`config.mk`:
```
export PLATFORM = sky130hd
export DESIGN_NAME = iic_master
export DESIGN_NICKNAME = d
export VERILOG_FILES = /design/src/rtl/iic_pkg.sv /design/src/rtl/iic_clk_div.sv /design/src/rtl/iic_master.sv
export SDC_FILE = /design/constraint.sdc
export NUM_CORES = 1
export LEC_CHECK = 0
export ABC_AREA = 1
export BUFFER_PORTS_ARGS = -buffer_cell sky130_fd_sc_hd__buf_4
export CORE_MARGIN = 1
export CORE_UTILIZATION = 28
export DETAILED_ROUTE_END_ITERATION = 8
export GPL_TIMING_DRIVEN = 0
export PLACE_DENSITY = 0.48
export SLEW_MARGIN = 0
export SYNTH_ARGS = -nofsm -noshare
export SYNTH_HDL_FRONTEND = slang
export SYNTH_SLANG_ARGS = --single-unit
```
`constraint.sdc`:
```
create_clock -name clk -period 1.5 [get_ports clk]
set_clock_uncertainty 0.05 [all_clocks]
set_input_delay 0.3 -clock clk [delete_from_list [all_inputs] [get_ports clk]]
set_output_delay 0.3 -clock clk [all_outputs]
set_load 0.01 [all_outputs]
```
`src/rtl/iic_pkg.sv`:
```
// Shared types for the I2C EEPROM-style master.
// State encoding, R/W bit values and state-class helpers.
package iic_pkg;

  typedef enum logic [4:0] {
    IDLE,
    START,
    DEVW,
    ACK1,
    ADDRH,
    ACK2,
    ADDRL,
    ACK3,
    WDATA,
    ACK4,
    RSTART,
    DEVR,
    ACK5,
    RDATA,
    MNACK,
    STOP,
    DONE
  } state_t;

  localparam logic RW_WR = 1'b0;
  localparam logic RW_RD = 1'b1;

  function automatic logic is_tx(state_t s);
    return s inside {DEVW, ADDRH, ADDRL, WDATA, DEVR};
  endfunction

  function automatic logic is_byte(state_t s);
    return is_tx(s) || (s == RDATA);
  endfunction

  function automatic logic is_ack(state_t s);
    return s inside {ACK1, ACK2, ACK3, ACK4, ACK5};
  endfunction

endpackage

```
`src/rtl/iic_clk_div.sv`:
```
// Quarter-SCL-period tick generator.
// Counter is held clear while disabled so the first tick lands QDIV clocks in.
module iic_clk_div #(
  parameter int unsigned QDIV = 125
) (
  input  logic clk,
  input  logic srst_n,
  input  logic en,
  output logic tick
);

  localparam int unsigned CW = (QDIV > 1) ? $clog2(QDIV) : 1;

  logic [CW-1:0] cnt_q, cnt_d;

  assign tick = en && (cnt_q == CW'(QDIV - 1));

  always_comb begin
    cnt_d = cnt_q;
    if (!en || tick) cnt_d = '0;
    else cnt_d = cnt_q + 1'b1;
  end

  always_ff @(posedge clk or negedge srst_n) begin
    if (!srst_n) cnt_q <= '0;
    else cnt_q <= cnt_d;
  end

endmodule

```
`src/rtl/iic_master.sv`:
```
// Single-byte I2C master: write or random read with 1/2-byte word address.
// Each bit is four quarter-ticks: SCL low, low, high, high.
module iic_master
  import iic_pkg::*;
#(
  parameter int unsigned SYS_CLK_HZ = 50_000_000,
  parameter int unsigned SCL_HZ     = 100_000,
  parameter int unsigned ADDR_BYTES = 1
) (
  input  logic        clk,
  input  logic        srst_n,
  input  logic        start,
  input  logic        rw,
  input  logic [6:0]  dev_addr,
  input  logic [15:0] word_addr,
  input  logic [7:0]  wdata,
  output logic [7:0]  rdata,
  output logic        busy,
  output logic        done,
  output logic        ack_err,
  output logic        scl,
  output logic        sda_o,
  output logic        sda_oe,
  input  logic        sda_i
);

  localparam int unsigned QDIV = SYS_CLK_HZ / (4 * SCL_HZ);

  state_t      state_q, state_d, nxt;
  logic [1:0]  qtr_q, qtr_d;
  logic [2:0]  bit_q, bit_d;
  logic        sda_oe_q, sda_oe_d;
  logic        nack_q, nack_d;
  logic        rw_q, rw_d;
  logic        ack_err_q, ack_err_d;
  logic [6:0]  dev_q, dev_d;
  logic [15:0] wa_q, wa_d;
  logic [7:0]  wd_q, wd_d;
  logic [7:0]  rx_q, rx_d;
  logic [7:0]  rdata_q, rdata_d;
  logic [7:0]  tx;
  logic        en, tick;

  assign en = (state_q != IDLE);

  iic_clk_div #(.QDIV(QDIV)) u_div (
    .clk    (clk),
    .srst_n (srst_n),
    .en     (en),
    .tick   (tick)
  );

  always_comb begin
    tx = 8'h00;
    unique case (1'b1)
      state_q == DEVW:  tx = {dev_q, RW_WR};
      state_q == ADDRH: tx = wa_q[15:8];
      state_q == ADDRL: tx = wa_q[7:0];
      state_q == WDATA: tx = wd_q;
      state_q == DEVR:  tx = {dev_q, RW_RD};
      default:          tx = 8'h00;
    endcase
  end

  always_comb begin
    nxt = state_q;
    unique case (state_q)
      START:   nxt = DEVW;
      DEVW:    nxt = ACK1;
      ACK1:    nxt = nack_q ? STOP : ((ADDR_BYTES == 2) ? ADDRH : ADDRL);
      ADDRH:   nxt = ACK2;
      ACK2:    nxt = nack_q ? STOP : ADDRL;
      ADDRL:   nxt = ACK3;
      ACK3:    nxt = nack_q ? STOP : ((rw_q == RW_RD) ? RSTART : WDATA);
      WDATA:   nxt = ACK4;
      ACK4:    nxt = STOP;
      RSTART:  nxt = DEVR;
      DEVR:    nxt = ACK5;
      ACK5:    nxt = nack_q ? STOP : RDATA;
      RDATA:   nxt = MNACK;
      MNACK:   nxt = STOP;
      STOP:    nxt = DONE;
      default: nxt = state_q;
    endcase
  end

  // SDA data moves mid-low; START/STOP edges are placed mid-high.
  always_comb begin
    state_d   = state_q;
    qtr_d     = qtr_q;
    bit_d     = bit_q;
    sda_oe_d  = sda_oe_q;
    nack_d    = nack_q;
    rw_d      = rw_q;
    dev_d     = dev_q;
    wa_d      = wa_q;
    wd_d      = wd_q;
    rx_d      = rx_q;
    rdata_d   = rdata_q;
    ack_err_d = ack_err_q;
    if (state_q == IDLE) begin
      if (start) begin
        state_d   = START;
        qtr_d     = 2'd0;
        bit_d     = 3'd0;
        sda_oe_d  = 1'b0;
        nack_d    = 1'b0;
        ack_err_d = 1'b0;
        rw_d      = rw;
        dev_d     = dev_addr;
        wa_d      = word_addr;
        wd_d      = wdata;
      end
    end else if (state_q == DONE) begin
      state_d = IDLE;
    end else if (tick) begin
      qtr_d = qtr_q + 2'd1;
      unique case (qtr_q)
        2'd0: sda_oe_d = is_tx(state_q) ? ~tx[~bit_q] : (state_q == STOP);
        2'd1: if (state_q == START) sda_oe_d = 1'b1;
        2'd2: begin
          if (state_q == RSTART) sda_oe_d = 1'b1;
          if (state_q == STOP) sda_oe_d = 1'b0;
          if (is_ack(state_q) && sda_i) nack_d = 1'b1;
          if (state_q == RDATA) rx_d = {rx_q[6:0], sda_i};
        end
        2'd3: begin
          if (is_byte(state_q)) bit_d = bit_q + 3'd1;
          if (!is_byte(state_q) || bit_q == 3'd7) state_d = nxt;
          if (state_q == STOP) begin
            ack_err_d = nack_q;
            if (rw_q == RW_RD && !nack_q) rdata_d = rx_q;
          end
        end
      endcase
    end
  end

  always_ff @(posedge clk or negedge srst_n) begin
    if (!srst_n) begin
      state_q   <= IDLE;
      qtr_q     <= 2'd0;
      bit_q     <= 3'd0;
      sda_oe_q  <= 1'b0;
      nack_q    <= 1'b0;
      rw_q      <= 1'b0;
      dev_q     <= 7'h00;
      wa_q      <= 16'h0000;
      wd_q      <= 8'h00;
      rx_q      <= 8'h00;
      rdata_q   <= 8'h00;
      ack_err_q <= 1'b0;
    end else begin
      state_q   <= state_d;
      qtr_q     <= qtr_d;
      bit_q     <= bit_d;
      sda_oe_q  <= sda_oe_d;
      nack_q    <= nack_d;
      rw_q      <= rw_d;
      dev_q     <= dev_d;
      wa_q      <= wa_d;
      wd_q      <= wd_d;
      rx_q      <= rx_d;
      rdata_q   <= rdata_d;
      ack_err_q <= ack_err_d;
    end
  end

  assign scl     = (state_q inside {IDLE, START, DONE}) ? 1'b1 : qtr_q[1];
  assign sda_o   = 1'b0;
  assign sda_oe  = sda_oe_q;
  assign busy    = (state_q != IDLE);
  assign done    = (state_q == DONE);
  assign ack_err = ack_err_q;
  assign rdata   = rdata_q;

endmodule

```
# After elaboration in Yosys (flattened, before gate mapping)

Index checks and enable logic that the tools add are counted.
Widths: inputs -> output; s select.

Bits in registers: 68
Bits of input ports: 36

Multiplexer cells: 45
Bitwise logic cells: 4
Add/subtract/negate cells: 3
Eq/ne operators: 25
$lt $le $gt $ge: 1
Reductions and logical operators: 37

Operators with widths:

| kind                | count |
|---|---|
| $pmux 5 s13         | 1 |
| $eq 5x4->1 const B  | 8 |
| $pmux 8 s5          | 1 |
| $mux 5              | 6 |
| $reduce_and 5->1    | 5 |
| $mux 3              | 7 |
| $eq 5x3->1 const B  | 4 |
| $mux 1              | 20 |
| $reduce_bool 15->1  | 1 |
| $reduce_bool 5->1   | 3 |
| $mux 2              | 6 |
| $reduce_and 6->1    | 2 |
| $reduce_bool 2->1   | 6 |
| $reduce_bool 3->1   | 4 |
| $eq 5x2->1 const B  | 2 |
| $add 7x1->7 const B | 1 |
| $eq 7x7->1 const B  | 1 |
| $mux 7              | 1 |
| $eq 5x1->1 const B  | 1 |
| $eq 5x5->1 const B  | 1 |
| $logic_not 5->1     | 1 |
| $eq 2x2->1 const B  | 2 |
| $lt 3x4->1 const B  | 1 |
| $mux 4              | 1 |
| 20 further kinds    | 29 |

# Depth between registers and ports, before layout

Depth in word-level cells: 10
Gate-level depth with buffers: 15
Depth with buffers taken out: 15

# Hierarchy

Synthesis repeated with hierarchy kept, for this count alone.

Cells, all modules: 472
Area total of the unflattened synthesis: 3624.7 um^2

Modules (own cells, without submodules):

| module      | instances | cells each | area each (um^2) |
|---|---|---|---|
| iic_master  | 1         | 432        | 3266.9 |
| iic_clk_div | 1         | 40         | 357.8 |

# Least setup slack after synthesis

Ideal clock, no wire load.

Path kind: reg-to-reg
Start: register state_q[1]
End: register bit_q[2]
Required time: 1323 ps
Data arrival time: 1534 ps
Path slack: -211 ps
Period minus slack after synthesis: 1711 ps
Cell stages (with the launch flop): 11
Cell sequence: dfrtp_1 > nor2_1 > buf_4 > nand2_1 > nor2_1 > or2_1 > inv_2 > nand3_1 > nand2_1 > nand3_1 > o21ai_0

Elaborated cells on any way between the ends: 19
Classes of those cells: eq/ne: 9; mux: 1; reduce/logical: 9

RTL lines:

| element                           | line              | RTL |
|---|---|---|
| start: declaration                | iic_master.sv:29  | `state_t state_q, state_d, nxt;` |
| start signal: assignment          | iic_master.sv:154 | `state_q <= state_d;` |
| $eq 5x5->1                        | n/a               |  |
| via done                          | iic_master.sv:19  | `output logic done,` |
| $ne 2x1->1 (no source line)       | n/a               |  |
| $reduce_and 5->1 (no source line) | n/a               |  |
| end signal: assignment            | iic_master.sv:156 | `bit_q <= bit_d;` |
| end: declaration                  | iic_master.sv:31  | `logic [2:0] bit_q, bit_d;` |

The timed path passes the listed nets, and every way through them passes these cells.
A chain may end at the register's enable or synchronous reset.

# Final worst setup path

Start: register state_q[3]
End: register sda_oe_q, in the netlist sda_oe

Word-level cells in the longest chain between the ends: 10
Elaborated cells on any way between the ends: 30
Classes of those cells: eq/ne: 13; mux: 9; bitwise: 1; reduce/logical: 7

RTL lines:

| element                            | line                            | RTL |
|---|---|---|
| $eq 5x4->1 (tied with other cells) | iic_pkg.sv:29, iic_master.sv:60 |  |
| $pmux 8 s5                         | iic_master.sv:55                | `unique case (1'b1)` |
| $bmux 1 s3                         | iic_master.sv:119               | `2'd0: sda_oe_d = is_tx(state_q) ? ~tx[~bit_q] : (state_q == STOP);` |
| $mux 1 (not written as such)       | iic_master.sv:119               |  |
| $not 1->1                          | iic_master.sv:119               |  |
| $mux 1                             | iic_master.sv:119               |  |
| $pmux 1 s3                         | iic_master.sv:118               | `unique case (qtr_q)` |
| $mux 1                             | iic_master.sv:116               | `end else if (tick) begin` |
| $mux 1                             | iic_master.sv:114               | `end else if (state_q == DONE) begin` |
| $mux 1                             | iic_master.sv:101               | `if (state_q == IDLE) begin` |
| end signal: assignment             | iic_master.sv:157               | `sda_oe_q <= sda_oe_d;` |
| end: declaration                   | iic_master.sv:32                | `logic sda_oe_q, sda_oe_d;` |

Parallel ways exist; a longest one is shown, timed or not. The select of a mux whose other input is x is not followed.

==> impl_metrics.env <==
export IMPL_synthToLayoutAreaGrowth_pct=55.9
export IMPL_end_kind="register"
export IMPL_syn_inst=463
export IMPL_synthAdderAreaFrac=0.0287
export IMPL_ctsLongestPathBuffers=2
export IMPL_cts_sinks=68
export IMPL_stdcell_count=741
export IMPL_syn_area_mm2=0.00349
export IMPL_drt_drc_violations_left=0
export IMPL_powerDensity_mw_per_mm2=804
export IMPL_synth_xor_area_frac=0
export IMPL_crit_top_cell="nand2_1"
export IMPL_drive_gt1_frac=0.417
export IMPL_synth_cells_most_frequent="184 x nand2_1, 68 x dfrtp_1, 39 x nand3_1"
export IMPL_synth_top_cell_by_area="dfrtp_1"
export IMPL_worstPathArrival_ps=2110
export IMPL_ys_flop_type="dfrtp_1"
export IMPL_ys_seq_area_frac=0.488
export IMPL_yosys_warnings=0
export IMPL_die_width_um=114
export IMPL_hp_class="input port to asynchronous set/reset pin"
export IMPL_total_power_uw=4370
export IMPL_synth_fp_nets=507
export IMPL_htree_levels=3
export IMPL_ant_nets=0
export IMPL_worstPathCellList="inv_4 -> nand2_4 -> nor2_4 -> buf_6 -> nand3_1 -> nand2_1 -> nor2_1 -> nand2_1 -> nand3_1 -> nand3_1 -> nand2_2 -> nand2_2 -> nand2_1 -> nand2_1 -> nand2_1"
export IMPL_fp_dieH_um=114
export IMPL_min_period_ps=1930
export IMPL_diodes=0
export IMPL_dieArea_mm2=0.0129
export IMPL_drtIter0Drc=162
export IMPL_yosys_area_share_simple=0.347
export IMPL_cp_required_ps=1680
export IMPL_via_per_inst=4.56
export IMPL_clk_latency_ps=330
export IMPL_start_util=0.289
export IMPL_final_cell_area_mm2=0.00543
export IMPL_clockRootBuffer="clkbuf_16"
export IMPL_cts_tree="yes"
export IMPL_place_inst=679
export IMPL_avgSynthCellArea_um2=7.53
export IMPL_max_cap_violations=0
export IMPL_ys_top_cells_by_area="dfrtp_1 49%, nand2_1 20%, nand3_1 5.6%, inv_1 3.9%, nor2_1 3.7%"
export IMPL_dpl_instance_area_mm2=0.00416
export IMPL_slowest_delay_ps=480
export IMPL_clk_pin_slew_worst_paths_ps=60
export IMPL_hpwl_um=6420
export IMPL_wirelength_um=10300
export IMPL_nets=612
export IMPL_async_reset_ff_frac=1.00
export IMPL_cp_slowest_cell="dfrtp_2"
export IMPL_fmax_mhz=518
export IMPL_synth_mux_area_frac=0.00323
export IMPL_wl_per_cell_um=13.9
export IMPL_antenna_found_initial=0
export IMPL_num_rows=40
export IMPL_grt_max_degree=69
export IMPL_dr_pass1_iters=4
export IMPL_synth_edf_count=0
export IMPL_status="finished, violations left"
export IMPL_max_vdd_ir_drop_mv=0.541
export IMPL_setup_violations=64
export IMPL_grt_usage=0.164
export IMPL_slew_headroom=0.417
export IMPL_start_kind="register"
export IMPL_grt_pass1_wl_um=16300
export IMPL_core_mm2=0.0121
export IMPL_grt_pass1_vias=3336
export IMPL_post_route_period_util=1.29
export IMPL_gr_total_overflow=0
export IMPL_rsz0062_at_grt="yes"
export IMPL_worstSetupPathType="register to register"
export IMPL_cellLeakagePower_uw=0.00269
export IMPL_synth_compound_area_frac=0.0678
export IMPL_cts_buffers=9
export IMPL_yosysMostFrequentCell="nand2_1"
export IMPL_portBuffers=48
export IMPL_critPathMaxFanout=6
export IMPL_yosysUniqueCellTypes=30
export IMPL_tightest_slew_ps=875
export IMPL_r2r_cells=15
export IMPL_synth_top_family_by_area="simple AND/OR/NAND/NOR gates"
export IMPL_finalMaxSlewViolations=0
export IMPL_routabilityCongestion=0.836
export IMPL_pin_count=50
export IMPL_violations="setup timing"
export IMPL_synth_top_area_share=0.488
export IMPL_dr_total_vias=3378
export IMPL_final_util=0.450
export IMPL_synth_seq_cells=68
export IMPL_hold_viol=0
export IMPL_layout_setup_ws_ps=-431
per-stage QoR:
| stage | TNS [ps] | setup WS, ps | hold slack, ps |
|---|---|---|---|
| finish | -15550 | -431 | 36.8 |
| global route | -21730 | -553 | 101 |
| CTS | -7270 | -367 | 77.7 |
| detailed placement | -24370 | -540 | 412 |
| global placement | -23880 | -588 | 408 |
| floorplan | -3520 | -121 | -45.6 |
per-layer routing:
layer / share of wire / vias up / global-route usage / wire length (µm)
met3: 0.039 / 19 / 0.0414 / 399
met1: 0.46 / 1584 / 0.212 / 4700
met5: 0 / - / 0 / 0
li1: - / 1688 / - / -
met4: 0.020 / 0 / 0.0667 / 206
met2: 0.49 / 87 / 0.260 / 5000
power by group:
group          switching (µW)  internal, µW  leakage (µW)  total, µW
Combinational            92.3          86.9       0.00167        179
Sequential               34.5          1880      0.000857       1920
Clock                     822          1450      0.000155       2270
cell usage in the layout, fill, tap and decap left out, types with 4 or more instances in the layout:
cell	n
buf_4	71
buf_6	20
nand2_2	51
nand3_1	26
nand2_4	10
inv_1	34
buf_12	4
nor2_1	27
a21oi_1	5
nor3_1	5
nor2_2	5
nand4_1	8
clkbuf_16	13
nand2_1	122
nand3_2	13
dfrtp_2	5
buf_8	6
o21ai_1	17
o21ai_2	8
ha_1	7
dfrtp_1	63
nor2_4	8
path summary, 6_finish.rpt:
| kind | startpoint | to | slack, ps |
|---|---|---|---|
| worst max-delay path | state_q[3] | sda_oe | -430 |
| worst min-delay path | srst_n | u_div.cnt_q[3] | 40 |
| worst max register to register | state_q[3] | sda_oe | -430 |
| worst min register to register | wa_q[9] | wa_q[9] | 430 |
| max in group asynchronous | srst_n | state_q[3] | 760 |
| min in group clk | wdata[7] | wd_q[7] | 110 |
worst max-delay path: cells and delay by family, from the launching register on:
family                 cells  cell delay (ps)
AND/OR/NAND/NOR           13              980
flip-flops                 1              480
buffers and inverters      2              280
state kept, by name, indices dropped and copies added (netlist names), 2 cells and up:
signal	flops
dev_q	7
qtr_q	2
wa_q	16
u_div.cnt_q	7
rx_q	8
bit_q	3
wd_q	8
rdata	8
state_q	5
what timing repair did:
| item | CTS | global route |
|---|---|---|
| endpoints found under the setup margin | 71 | 71 |
| setup buffers | 21 | 18 |
| pin swaps | 11 | 38 |
| hold buffers | 0 | 0 |
| cloned | 5 | 3 |
| gates resized for setup | 38 | 136 |
layout make-up:
class,instances,area (µm²)
fillers,1219,6630
repair buffers,93,848
inverters,42,180
plain buffers,13,194
repair inverters,1,7.51
well taps,168,210
clock inverters,7,91.3
flip-flops and latches,68,1710
clock buffers,9,225
multi-input cells,340,1970
kinds of logic after synthesis:
| kind of cell | Yosys count |
|---|---|
| AND/OR/NAND/NOR | 288 |
| flip-flops | 68 |
| buffers and inverters | 55 |
| AO/OA/AOI/OAI | 42 |
| adder cells (fa/ha/maj) | 8 |
| multiplexers | 1 |
| other | 1 |
Power figures use the tool's default switching activity.
